===== config.mk =====
export PLATFORM = sky130hd
export DESIGN_NAME = brnch_pred_resolve_ctrl
export DESIGN_NICKNAME = d
export VERILOG_FILES = /design/src/rtl/brnch_pred_resolve_ctrl.sv
export SDC_FILE = /design/constraint.sdc
export NUM_CORES = 1
export LEC_CHECK = 0
export BUFFER_PORTS_ARGS = -buffer_cell sky130_fd_sc_hd__buf_2
export CELL_PAD_IN_SITES_DETAIL_PLACEMENT = 0
export CELL_PAD_IN_SITES_GLOBAL_PLACEMENT = 1
export CORE_ASPECT_RATIO = 0.6
export CORE_MARGIN = 4
export CORE_UTILIZATION = 35
export CTS_CLUSTER_DIAMETER = 40
export DETAILED_ROUTE_END_ITERATION = 7
export PLACE_DENSITY = 0.77
export SLEW_MARGIN = 20
export SYNTH_ARGS = -nofsm -noshare
export SYNTH_HDL_FRONTEND = slang
export SYNTH_SLANG_ARGS = --single-unit

===== constraint.sdc =====
create_clock -name clk -period 4.8 [get_ports clk]
set_input_delay 0.48 -clock clk [delete_from_list [all_inputs] [get_ports clk]]
set_output_delay 0.48 -clock clk [all_outputs]
set_load 0.005 [all_outputs]

===== src/rtl/brnch_pred_resolve_ctrl.sv =====
// brnch_pred_resolve_ctrl: in-flight branch prediction queue, resolve compare, predictor update
// pulse, mispredict flush/redirect sequencing and saturating performance counters.
module brnch_pred_resolve_ctrl #(
    parameter int DEPTH     = 4,
    parameter int FLUSH_CYC = 2,
    parameter int CNT_W     = 16
) (
    input  logic             clk,
    input  logic             rst_n,
    input  logic             brch_instr_detectd_IF,
    input  logic             predict_br_taken,
    input  logic             if_stall,
    input  logic             brch_resolve_vld,
    input  logic             brch_hazard_stall,
    input  logic             actual_brch_result,
    output logic             upd_pred_state,
    output logic             upd_br_result,
    output logic             mispredict_flush,
    output logic             redirect_taken,
    output logic             ctrl_stall_IF,
    output logic [CNT_W-1:0] num_branches,
    output logic [CNT_W-1:0] num_mispred,
    output logic             resolve_err
);
    localparam int PW = $clog2(DEPTH);
    localparam int CW = PW + 1;
    localparam int FW = $clog2(FLUSH_CYC + 1);
    localparam logic [CW-1:0] FULL  = CW'(DEPTH);
    localparam logic [FW-1:0] FLAST = FW'(FLUSH_CYC - 1);

    typedef enum logic {RUN, FLUSH} state_t;

    state_t           state_q, state_d;
    logic [FW-1:0]    fcnt_q, fcnt_d;
    logic [DEPTH-1:0] mem_q, mem_d;
    logic [PW-1:0]    wr_q, wr_d, rd_q, rd_d;
    logic [CW-1:0]    cnt_q, cnt_d;
    logic [CNT_W-1:0] nbr_q, nbr_d, nmp_q, nmp_d;
    logic             upd_q, res_q, redir_q, stall_q, err_q;
    logic             run, push_req, push, acc, pop, mispred, overflow;

    assign run      = state_q == RUN;
    assign push_req = brch_instr_detectd_IF & ~if_stall & run;
    assign push     = push_req & ~stall_q;
    assign acc      = brch_resolve_vld & ~brch_hazard_stall & run;
    assign pop      = acc & (cnt_q != '0);
    assign mispred  = pop & (mem_q[rd_q] != actual_brch_result);
    // Full queue is already stalled, so a push here means IF ignored the stall.
    assign overflow = push_req & (cnt_q == FULL);

    always_ff @(posedge clk or negedge rst_n) begin
        if (!rst_n) begin
            state_q <= RUN;
            fcnt_q  <= '0;
        end else begin
            state_q <= state_d;
            fcnt_q  <= fcnt_d;
        end
    end

    always_comb begin
        state_d = run ? (mispred ? FLUSH : RUN) : (fcnt_q == FLAST ? RUN : FLUSH);
        fcnt_d  = run ? '0 : fcnt_q + 1'b1;
    end

    always_comb begin
        mispredict_flush = state_q == FLUSH;
        redirect_taken   = mispredict_flush & redir_q;
        upd_pred_state   = upd_q;
        upd_br_result    = res_q;
        ctrl_stall_IF    = stall_q;
        num_branches     = nbr_q;
        num_mispred      = nmp_q;
        resolve_err      = err_q;
    end

    // A mispredict empties the queue; everything younger is wrong-path, including a same-cycle push.
    always_comb begin
        mem_d = mem_q;
        if (push && !mispred) mem_d[wr_q] = predict_br_taken;
        wr_d  = mispred ? '0 : wr_q + PW'(push);
        rd_d  = mispred ? '0 : rd_q + PW'(pop);
        cnt_d = mispred ? '0 : cnt_q + CW'(push) - CW'(pop);
        nbr_d = (pop && !(&nbr_q)) ? nbr_q + 1'b1 : nbr_q;
        nmp_d = (mispred && !(&nmp_q)) ? nmp_q + 1'b1 : nmp_q;
    end

    always_ff @(posedge clk or negedge rst_n) begin
        if (!rst_n) begin
            mem_q   <= '0;
            wr_q    <= '0;
            rd_q    <= '0;
            cnt_q   <= '0;
            nbr_q   <= '0;
            nmp_q   <= '0;
            upd_q   <= 1'b0;
            res_q   <= 1'b0;
            redir_q <= 1'b0;
            stall_q <= 1'b0;
            err_q   <= 1'b0;
        end else begin
            mem_q   <= mem_d;
            wr_q    <= wr_d;
            rd_q    <= rd_d;
            cnt_q   <= cnt_d;
            nbr_q   <= nbr_d;
            nmp_q   <= nmp_d;
            upd_q   <= pop;
            res_q   <= pop & actual_brch_result;
            redir_q <= mispred ? actual_brch_result : redir_q;
            stall_q <= (cnt_d == FULL) | (state_d == FLUSH);
            err_q   <= err_q | (acc & (cnt_q == '0)) | overflow;
        end
    end
endmodule


==> out/qor.txt <==
Total GRT Usage - 12.2%
final hold vios - 0
crit-path max FO - 10
via count - 1692
slew at the pin closest to its max-slew limit - 0.857 ns
antenna cell count - 0
fin crit period - 2.68 ns
CP Class - reg2reg
htree depth - 2
fin nets - 274
FF-to-FF path depth - 10
Hold WS - 0.310 ns
Setup crit end kind - flip-flop
Peak VDD IR - 211 µV
# clock sinks - 51
Data required, critical path - 4.97 ns
distinct cell type count after synthesis - 41
adder-cell share of the synthesized area - 3.93%
Post-Synth XOR/XNOR Area - 11.3%
setup repair bufs after CTS - 0
Die X - 115 µm
cells after synthesis - 209
Worst Path Arrival - 2.84 ns
Clock Pin Slew Worst Setup and Hold Paths - 0.06 ns
Setup-failing EPs final - 0
average size of a mapped cell - 11.6 µm²
async set or reset register ratio after synthesis - 100%
final setup TNS - 0 ns
Cell Rows - 23
Worst Clk Skew - 0.00546 ns
DR iter-0 viols - 101
f_max - 374 MHz
Tcrit/Tclk final - 55.7%
mean number of vias per cell - 4.88
drc violations - 0
CP Launch Point - cnt_q[1]
Seq cells post-synth - 51
layout cell share with drive strength beyond 1 - 27.7%
CTS tree - yes
Routed Wire Length - 4720 µm
ys flop type - dfrtp_1
average wire per standard cell - 13.6 µm
ANT nets after route - 0
RePlAce Congestion - 0.789
Pwr Total - 1390 µW
Layout area overhead - 19.2%
Compound-Gate Fraction of Synth Area - 3.83%
Post-synth EDFFs - 0
Leak - 0.00138 µW
Post-CTS Hold Fix Bufs - 0
most frequent cells in the layout - dfrtp_1, buf_2, xnor2_1
max-slew violation count - 0
CTS resizes - 0
Syn Nets - 224
pre-CTS setup slack - 1.92 ns
sequential area share after synthesis - 52.8%
synthesized area - 0.00242 mm²
status - complete, no violations
largest net degree at the start of global routing - 52
Power Density - 482 mW/mm²
most common cell after layout, fill and taps aside - dfrtp_1
Die H - 72.4 µm
antenna violations before repair - 0
largest family of logic cells by synthesized area - simple AND/OR/NAND/NOR gates
vias in the first global route - 1651
multiplexer share of the synthesized area - 5.07%
drt first pass iters - 4
IO Count - 46
Die Footprint - 0.00834 mm²
Ys Warns - 0
starting density of the core - 36.2%
number of port buffers - 45
max_cap viols - 0
Detail Placement HPWL - 3480 µm
CTS Root Cell - clkbuf_16
Placeable Area - 0.00668 mm²
CP Launch Type - flip-flop
first-pass GRT wire length - 8050 µm
grt total ovfl - 0
unrepaired setup endpoints after global routing - no
clock buffer depth - 2
CTS Buf Count - 5
relative slew slack - 42.6%
simple-gate portion of the synthesized area - 20.2%
final worst setup slack - 2.12 ns
Skew-Pair Late Insertion Delay - 0.28 ns
HP Class - in2async
FF-to-FF Start - cnt_q[1]
## stage by stage
| stage | area [µm²] | util, % | instances |
|---|---|---|---|
| finish | 2880 | 43.2 | 347 |
| floorplan | 2420 | - | 209 |
| global placement | 2730 | 40.8 | 339 |
| global route | 2880 | 43.2 | 347 |
| detailed placement | 2730 | 40.8 | 339 |
| CTS | 2880 | 43.2 | 347 |
## critical path, cell delays in order (launching register included)
cell and delay [ns]:
dfrtp_1 0.43, nor3_1 0.07, or3_1 0.56, xnor2_1 0.25, ha_1 0.16, inv_1 0.05
fa_1 0.37, xor2_1 0.16, xnor2_1 0.18, nor3b_1 0.07, or2_2 0.26
## cells in the mapped netlist, types with 3 or more instances
master	instances	area share [%]
xor2_1	7	2.5
xnor2_1	21	7.6
nor2b_1	3	0.78
nor3_1	4	0.83
inv_1	8	1.2
nand3_1	14	2.9
nand2_1	14	2.2
mux2_2	8	3.7
nor2_1	20	3.1
and2_1	3	0.78
buf_6	3	1.4
ha_1	6	3.1
dfrtp_1	51	53
nor4_1	3	0.78
nand4_1	10	2.6
## logic make-up after synthesis
| family | Yosys count |
|---|---|
| AND/OR/NAND/NOR | 88 |
| flip-flops | 51 |
| XOR/XNOR | 29 |
| AO/OA/AOI/OAI | 12 |
| buffers and inverters | 12 |
| multiplexers | 10 |
| adder cells (fa/ha/maj) | 7 |
## final timing paths
| check | to | slack (ns) |
|---|---|---|
| min in group clk | fcnt_q[0] | 0.44 |
| worst min-delay path | num_branches[13] | 0.31 |
| max in group asynchronous | wr_q[0] | 4.06 |
| worst max register to register | ctrl_stall_IF | 2.12 |
| worst min register to register | fcnt_q[0] | 0.44 |
| worst max-delay path | ctrl_stall_IF | 2.12 |
## metal layers
layer	vias to the layer above	track usage, %	wire length, µm
li1	827	-	-
met1	831	18.2	2440
met2	29	17.1	2010
met3	5	3.58	229
met4	0	3.52	42
met5	-	0	0
## power breakdown
part           internal (µW)  leakage (µW)  switching [µW]
sequential               535      0.000667             103
clock                    222     0.0000772             142
combinational            201      0.000634             186
## layout make-up
type,count,area [µm²]
multi-input combinational,146,1070
fill,656,3790
inverter,9,35.0
clock buffer,8,156
timing repair buffer,46,233
tap,87,109
sequential,51,1280
## state kept, by name, summed over array words and instances, names as in the netlist, 2 cells and up
name,flops
rd_q,2
num_branches,16
wr_q,2
cnt_q,3
fcnt_q,2
mem_q,4
num_mispred,16
Note: power is estimated with default switching activity, not from simulation.
